**config.mk**
```make
export PLATFORM = sky130hd
export DESIGN_NAME = mem_stage
export DESIGN_NICKNAME = d
export VERILOG_FILES = /design/src/rtl/mem_stage.sv
export SDC_FILE = /design/constraint.sdc
export NUM_CORES = 1
export LEC_CHECK = 0
export ABC_CLOCK_PERIOD_IN_PS = 10000
export BUFFER_PORTS_ARGS = -buffer_cell sky130_fd_sc_hd__buf_2
export CORE_AREA = 2 2 189 191
export DETAILED_ROUTE_END_ITERATION = 8
export DIE_AREA = 0 0 191 193
export PLACE_DENSITY = 0.57
export SLEW_MARGIN = 20
export SYNTH_ARGS = -nofsm -noshare
export SYNTH_HDL_FRONTEND = slang
export SYNTH_SLANG_ARGS = --single-unit
```
**constraint.sdc**
```tcl
create_clock -name clk -period 10 [get_ports clk]
set_input_delay 0 -clock clk [delete_from_list [all_inputs] [get_ports clk]]
set_output_delay 0 -clock clk [all_outputs]
set_load 0.01 [all_outputs]
```
**src/rtl/mem_stage.sv**
```systemverilog
// mem_stage: MEM pipeline stage; aligns load data, holds it across WB stalls, forwards to WB/ID/EXE.
module mem_stage #(
    parameter int E2M_LEN = 204,
    parameter int M2W_LEN = 199
) (
    input  logic               clk,
    input  logic               reset,
    input  logic               flush,
    output logic               mem_allowin,
    input  logic               exe_to_mem_valid,
    input  logic [E2M_LEN-1:0] exe_to_mem_zip,
    input  logic [31:0]        data_sram_rdata,
    input  logic               wb_allowin,
    output logic               mem_to_wb_valid,
    output logic [M2W_LEN-1:0] mem_to_wb_zip,
    output logic [38:0]        mem_rf_zip,
    output logic               mem_ex
);
    typedef struct packed {
        logic        res_from_mem;
        logic        rf_we;
        logic [4:0]  rf_waddr;
        logic [31:0] result;
        logic [3:0]  mem_op;
        logic [31:0] pc;
        logic        csr_read;
        logic        csr_we;
        logic [13:0] csr_num;
        logic [31:0] csr_wmask;
        logic [31:0] csr_wvalue;
        logic [31:0] vaddr;
        logic        ex_valid;
        logic [5:0]  ecode;
        logic [8:0]  esubcode;
        logic        is_ertn;
    } e2m_t;
    logic        mem_valid_q, mem_valid_d;
    e2m_t        bundle_q, bundle_d;
    logic        rdata_held_q, rdata_held_d;
    logic [31:0] rdata_buf_q, rdata_buf_d;
    logic [31:0] rdata, load_data, final_res;
    logic [7:0]  ld_byte;
    logic [15:0] ld_half;
    logic        accept;
    always_comb begin
        mem_allowin     = ~mem_valid_q | wb_allowin;
        mem_to_wb_valid = mem_valid_q;
        accept          = exe_to_mem_valid & mem_allowin;
        mem_valid_d     = flush ? 1'b0 : mem_allowin ? exe_to_mem_valid : mem_valid_q;
        bundle_d        = accept ? e2m_t'(exe_to_mem_zip) : bundle_q;
        // Capture the SRAM word on the first stalled cycle; the SRAM output may change afterwards.
        rdata_held_d    = (flush | (mem_valid_q & wb_allowin)) ? 1'b0 :
                          (mem_valid_q & ~wb_allowin) ? 1'b1 : rdata_held_q;
        rdata_buf_d     = (mem_valid_q & ~wb_allowin & ~rdata_held_q) ? data_sram_rdata : rdata_buf_q;
        rdata           = rdata_held_q ? rdata_buf_q : data_sram_rdata;
        ld_byte         = bundle_q.vaddr[1:0] == 2'd0 ? rdata[7:0]   :
                          bundle_q.vaddr[1:0] == 2'd1 ? rdata[15:8]  :
                          bundle_q.vaddr[1:0] == 2'd2 ? rdata[23:16] : rdata[31:24];
        ld_half         = bundle_q.vaddr[1] ? rdata[31:16] : rdata[15:0];
        load_data       = bundle_q.mem_op == 4'd3 ? {{24{ld_byte[7]}}, ld_byte}  :
                          bundle_q.mem_op == 4'd8 ? {24'd0, ld_byte}             :
                          bundle_q.mem_op == 4'd1 ? {{16{ld_half[15]}}, ld_half} :
                          bundle_q.mem_op == 4'd9 ? {16'd0, ld_half}             : rdata;
        final_res       = (bundle_q.res_from_mem & ~bundle_q.ex_valid) ? load_data : bundle_q.result;
        mem_to_wb_zip   = {bundle_q.rf_we & ~bundle_q.ex_valid, bundle_q.rf_waddr, final_res,
                           bundle_q.pc, bundle_q.csr_read, bundle_q.csr_we, bundle_q.csr_num,
                           bundle_q.csr_wmask, bundle_q.csr_wvalue, bundle_q.vaddr,
                           bundle_q.ex_valid, bundle_q.ecode, bundle_q.esubcode, bundle_q.is_ertn};
        mem_rf_zip      = {mem_valid_q & bundle_q.csr_read, mem_valid_q & bundle_q.rf_we,
                           bundle_q.rf_waddr, final_res};
        mem_ex          = mem_valid_q & (bundle_q.ex_valid | bundle_q.is_ertn);
    end
    always_ff @(posedge clk) begin
        if (reset) begin
            mem_valid_q  <= 1'b0;
            rdata_held_q <= 1'b0;
        end else begin
            mem_valid_q  <= mem_valid_d;
            rdata_held_q <= rdata_held_d;
        end
        bundle_q    <= bundle_d;
        rdata_buf_q <= rdata_buf_d;
    end
endmodule

```
# Yosys cells after proc, flatten, opt, wreduce, memory -nomap -nowiden
# Cells that the tools add are included.
[classes]
eq_ne = 6
mux = 10
n_bitwise = 16
n_reduce_logical = 3
[op_table]
columns = ["cell", "count"]
rows = [
  ["32-bit two-way mux", 6],
  ["8-bit two-way mux", 3],
  ["16-bit two-way mux", 1],
  ["1-bit bitwise AND", 9],
  ["4-bit == test (second input constant)", 2],
  ["4-bit by 1-bit == test with 1-bit output (second input constant)", 1],
  ["4-bit by 2-bit == test with 1-bit output (second input constant)", 1],
  ["1-bit NOT", 4],
  ["2-bit OR reduction", 2],
  ["1-bit bitwise OR", 3],
  ["2-bit by 1-bit == test with 1-bit output (second input constant)", 1],
  ["2-bit == test (second input constant)", 1],
  ["2-bit logical NOT", 1],
]
[word_totals]
ff_bits = 238
input_bits = 241
out_inout_bits = 241
word_cells = 54

# Longest topological paths before layout
[depth]
ltp_word = 7
ltp_mapped = 9
mapped_depth_nobuf = 4

# Worst setup path after synthesis
# Ideal clock, no wire load.
[synth_timing]
kind = "register to register"
from = "reg mem_valid_q, in the netlist mem_to_wb_valid"
to = "reg bundle_q[161] (netlist bit), enable pin"
setup_time_ns = 0.590
t_arrival_ns = 5.244
t_required_ns = 9.410
slack_ns = 4.166
stages_incl_launch_ff = 3
n_path_buf = 0
period_less_slack_ns = 5.834
path_cell_list = "dfxtp_1 nand2b_1 and2_1"
[synth_via]
elab_chain_cells = 3
[synth_rtl]
columns = ["item", "line", "rtl"]
rows = [
  ["start: declaration", "37", "logic mem_valid_q, mem_valid_d;"],
  ["start signal: assignment", "78", "mem_valid_q <= mem_valid_d;"],
  ["1-bit NOT", "46", "mem_allowin = ~mem_valid_q | wb_allowin;"],
  ["1-bit bitwise OR", "46", ""],
  ["net mem_allowin", "9", "output logic mem_allowin,"],
  ["1-bit bitwise AND", "48", "accept = exe_to_mem_valid & mem_allowin;"],
  ["net accept", "44", "logic accept;"],
  ["end signal: assignment", "81", "bundle_q <= bundle_d;"],
  ["end: declaration", "38", "e2m_t bundle_q, bundle_d;"],
]
# The timed path passes the listed nets, and every way through them passes these cells.
# A chain may end at the register's enable or synchronous reset.

# Worst setup path in the final report
[layout_timing]
from = "reg bundle_q, in the netlist mem_to_wb_zip[18]"
to = "out mem_rf_zip[23]"
[layout_via]
elab_chain_cells = 6
elab_cells_between_ends = 11
classes_between = "eq/ne: 2; mux: 8; reduce/logical: 1"
[layout_rtl]
columns = ["item", "line", "rtl"]
rows = [
  ["2-bit == test", "58", "bundle_q.vaddr[1:0] == 2'd2 ? rdata[23:16] : rdata[31:24];"],
  ["8-bit two-way mux", "58", ""],
  ["8-bit two-way mux", "57", "bundle_q.vaddr[1:0] == 2'd1 ? rdata[15:8] :"],
  ["8-bit two-way mux", "56", "ld_byte = bundle_q.vaddr[1:0] == 2'd0 ? rdata[7:0] :"],
  ["32-bit two-way mux (*)", "60", "load_data = bundle_q.mem_op == 4'd3 ? {{24{ld_byte[7]}}, ld_byte} :"],
  ["32-bit two-way mux (*)", "64", "final_res = (bundle_q.res_from_mem & ~bundle_q.ex_valid) ? load_data : bundle_q.result;"],
  ["end: declaration", "16", "output logic [38:0] mem_rf_zip,"],
]
# Every way passes the cells marked *; elsewhere a longest branch is shown, timed or not.

==> flow_metrics.tcl <==
set metrics [dict create \
    max_freq_ghz 0.323 \
    clock_latency_ns 0.53 \
    gr-usage-all-layers_pct 16.4 \
    holdPathStages 2 \
    synth_cell_type_count 41 \
    clkPwrFrac_pct 38.4 \
    finalCritPeriodShare_pct 31.0 \
    drc 0 \
    gr-total-overflow 0 \
    drt_iter0_drc 283 \
    grt_pass1_vias 7643 \
    status "complete, no violations" \
    firstDrtPassIters 7 \
    clockBufferDepth 3 \
    fill_cells 3205 \
    syn_avg_cell_area_um2 15.2 \
    p_int_w 0.00187 \
    seq_area_um2 7130 \
    cts_resized 0 \
    worstSetupPathType "reg2out" \
    min_path_type "in2reg" \
    cts_buffers 26 \
    switching_share_pct 23.5 \
    clkSinkCount 238 \
    final-max-slew-violation-count 0 \
    pwr-share-seq_pct 48.4 \
    grt_max_degree 81 \
    dp_hpwl_mm 22.1 \
    power_w 0.00244 \
    cts-root-buf "clkbuf_16" \
    critPathRequiredTime_ns 10.00 \
    vias 7207 \
    drive_gt1_share_pct 46.3 \
    diodes 0 \
    postSynth.asyncResetShare_pct 0 \
    num_rows 69 \
    final_hold_viol_count 0 \
    antenna_left 0 \
    maxCapViolations 0 \
    numPortBuffers 481 \
    worstSetupEndpointType "output port" \
    wl_mm 31.9 \
    antenna_found_initial 1 \
    arrival_ns 3.10 \
    ys.flop_type "edfxtp_1" \
    synth_nets 920 \
    synth_edf_count 236 \
    critPathLaunchType "register" \
    seq_area_frac_synth_pct 68.9 \
    viasPerCell 4.28 \
    htree_levels 1 \
    switchingPower_w 0.000573 \
    nets 1446 \
    tightestPinTransition_ns 1.00 \
    wl_per_cell_um 19.0 \
    synth_area_um2 10300 \
    ys_warn_count 0 \
    initial_core_util_pct 29.6 \
    grt_pass1_wl_mm 45.3 \
    max-vdd-ir-drop_mv 0.137 \
    cts_tree "done" \
    multi_input_area_um2 1530 \
    fp.dieW_um 191 \
    placed_cells 1398 \
    pwr-share-comb_pct 13.2 \
    reg2regPathDepth 3 \
    max_slew_margin_pct 33.3 \
    p_leak_nw 6.13 \
    setup_viol 0 \
    synth_cells 679 \
    routabilityCongestion 0.768 \
    die-area_um2 36900 \
    fin_crit_ns 3.10 \
    rsz0062_at_grt "no" \
    path_max_fanout 24 \
    dieHeight_um 193 \
    final_cell_count_no_fill 1685 \
    clkTransAtPathRegs_ns 0.06 \
    core_um2 35000 \
    boundaryPins 482 \
    powerDensity_nw_per_um2 164 \
    tns_ns 0 \
    synth_seq_cells 238 \
    area_delta_synth_final_pct 44.0 \
    skew_ns 0.00634 \
]
logic make-up after synthesis:
family | count (synthesis) | synth area share [%]
flip-flops | 238 | 68.9
multiplexers | 50 | 6.05
buffers and inverters | 229 | 16.5
AND/OR/NAND/NOR | 84 | 3.62
AO/OA/AOI/OAI | 78 | 4.92
per-layer routing:
layer	vias up	global-route usage [%]	part of all wire, %
met2	347	30.9	53
li1	3341	-	-
met3	53	3.75	7.5
met1	3464	18.0	36
met4	2	5.87	3.0
met5	-	0	0.050
power by group through the flow:
stage,logic (W),clock network [W],registers (W)
4_1_cts,0.000321,0.000962,0.00118
6_report,0.000322,0.000936,0.00118
3_5_place_dp,0.000245,0,0.00120
3_3_place_gp,0.000244,0,0.00120
2_1_floorplan,0.000173,0,0.00120
5_1_grt,0.000347,0.000995,0.00119
flip-flops by register name, indices dropped and copies added (netlist names):
register	flops
bundle_q	38
mem_to_wb_valid	1
rdata_held_q	1
rdata_buf_q	32
mem_to_wb_zip	161
mem_rf_zip	5
path summary, 6_finish.rpt:
path	start	endpoint	slack, ns
worst max register to register	mem_to_wb_valid	mem_to_wb_zip[79]	7.22
worst min-delay path	exe_to_mem_zip[39]	mem_to_wb_zip[39]	0.18
worst min register to register	mem_to_wb_valid	rdata_buf_q[23]	1.02
worst max-delay path	mem_to_wb_zip[18]	mem_rf_zip[23]	6.90
cell usage after synthesis, types with 2 or more instances:
cell type	number	share of area (%)
buf_6	3	0.33
dfxtp_1	2	0.39
a31oi_1	16	0.97
nor2_1	42	1.5
buf_8	2	0.29
nand2b_1	6	0.36
mux2i_1	13	1.3
and2_1	3	0.18
buf_2	5	0.24
o21ai_1	7	0.34
edfxtp_1	236	68
mux2_2	30	3.3
o311a_1	7	0.68
and4bb_2	2	0.24
clkbuf_1	8	0.29
mux4_2	7	1.5
nor2b_1	2	0.12
nand2_1	24	0.87
inv_1	2	0.073
o21ai_0	8	0.39
a21oi_1	22	1.1
o221ai_1	7	0.59
o211ai_1	2	0.15
buf_4	206	15
worst max-delay path, stage by stage, from the launching register on:
cell	delay, ns
edfxtp_1	0.93
mux2i_1	0.31
o22ai_1	0.18
o21ai_4	0.61
a41oi_1	0.30
buf_2	0.22
timing repair:
item | in CTS | in global routing
setup buffers | 0 | 0
hold endpoints to repair | 238 | 0
hold buffers | 240 | 0
layout make-up:
class | instances | area share (%)
sequential | 238 | 47.9
timing repair buffer | 725 | 32.5
multi-input combinational | 212 | 10.3
clock buffer | 34 | 4.71
tap | 461 | 3.87
clock inverter | 13 | 0.781
inverter | 2 | 0.0504
cell usage in the layout (no fill, tap or decap), types with 2 or more instances in the layout:
cell,netlist,routed
clkbuf_16,0,27
clkinv_1,0,5
buf_4,206,4
o221ai_1,7,7
o21ai_0,8,8
mux2_2,30,30
bufinv_16,0,2
and2_1,3,2
mux2i_1,13,13
dlygate4sd3_1,0,240
inv_1,2,2
a21oi_1,22,22
a31oi_1,16,16
o211ai_1,2,2
mux4_2,7,7
o21ai_1,7,7
nand2_1,24,24
clkbuf_1,8,7
edfxtp_1,236,236
clkinvlp_4,0,3
o311a_1,7,7
and4bb_2,2,2
buf_2,5,481
nand2b_1,6,6
nor2_1,42,41
clkinv_2,0,3
per-stage QoR:
| stage | setup slack, ns | hold slack (ns) | cell area (µm²) | utilization [%] |
|---|---|---|---|---|
| after global placement | 6.93 | 0.177 | 11700 | 33.4 |
| after detailed placement | 7.13 | 0.178 | 11700 | 33.4 |
| final | 6.90 | 0.175 | 14900 | 42.6 |
| after floorplan | 4.17 | 0.0728 | 10300 | - |
| after global routing | 6.69 | 0.154 | 14900 | 42.6 |
| after CTS | 6.54 | 0.128 | 14900 | 42.6 |
Note: power is estimated with default switching activity, not from simulation.
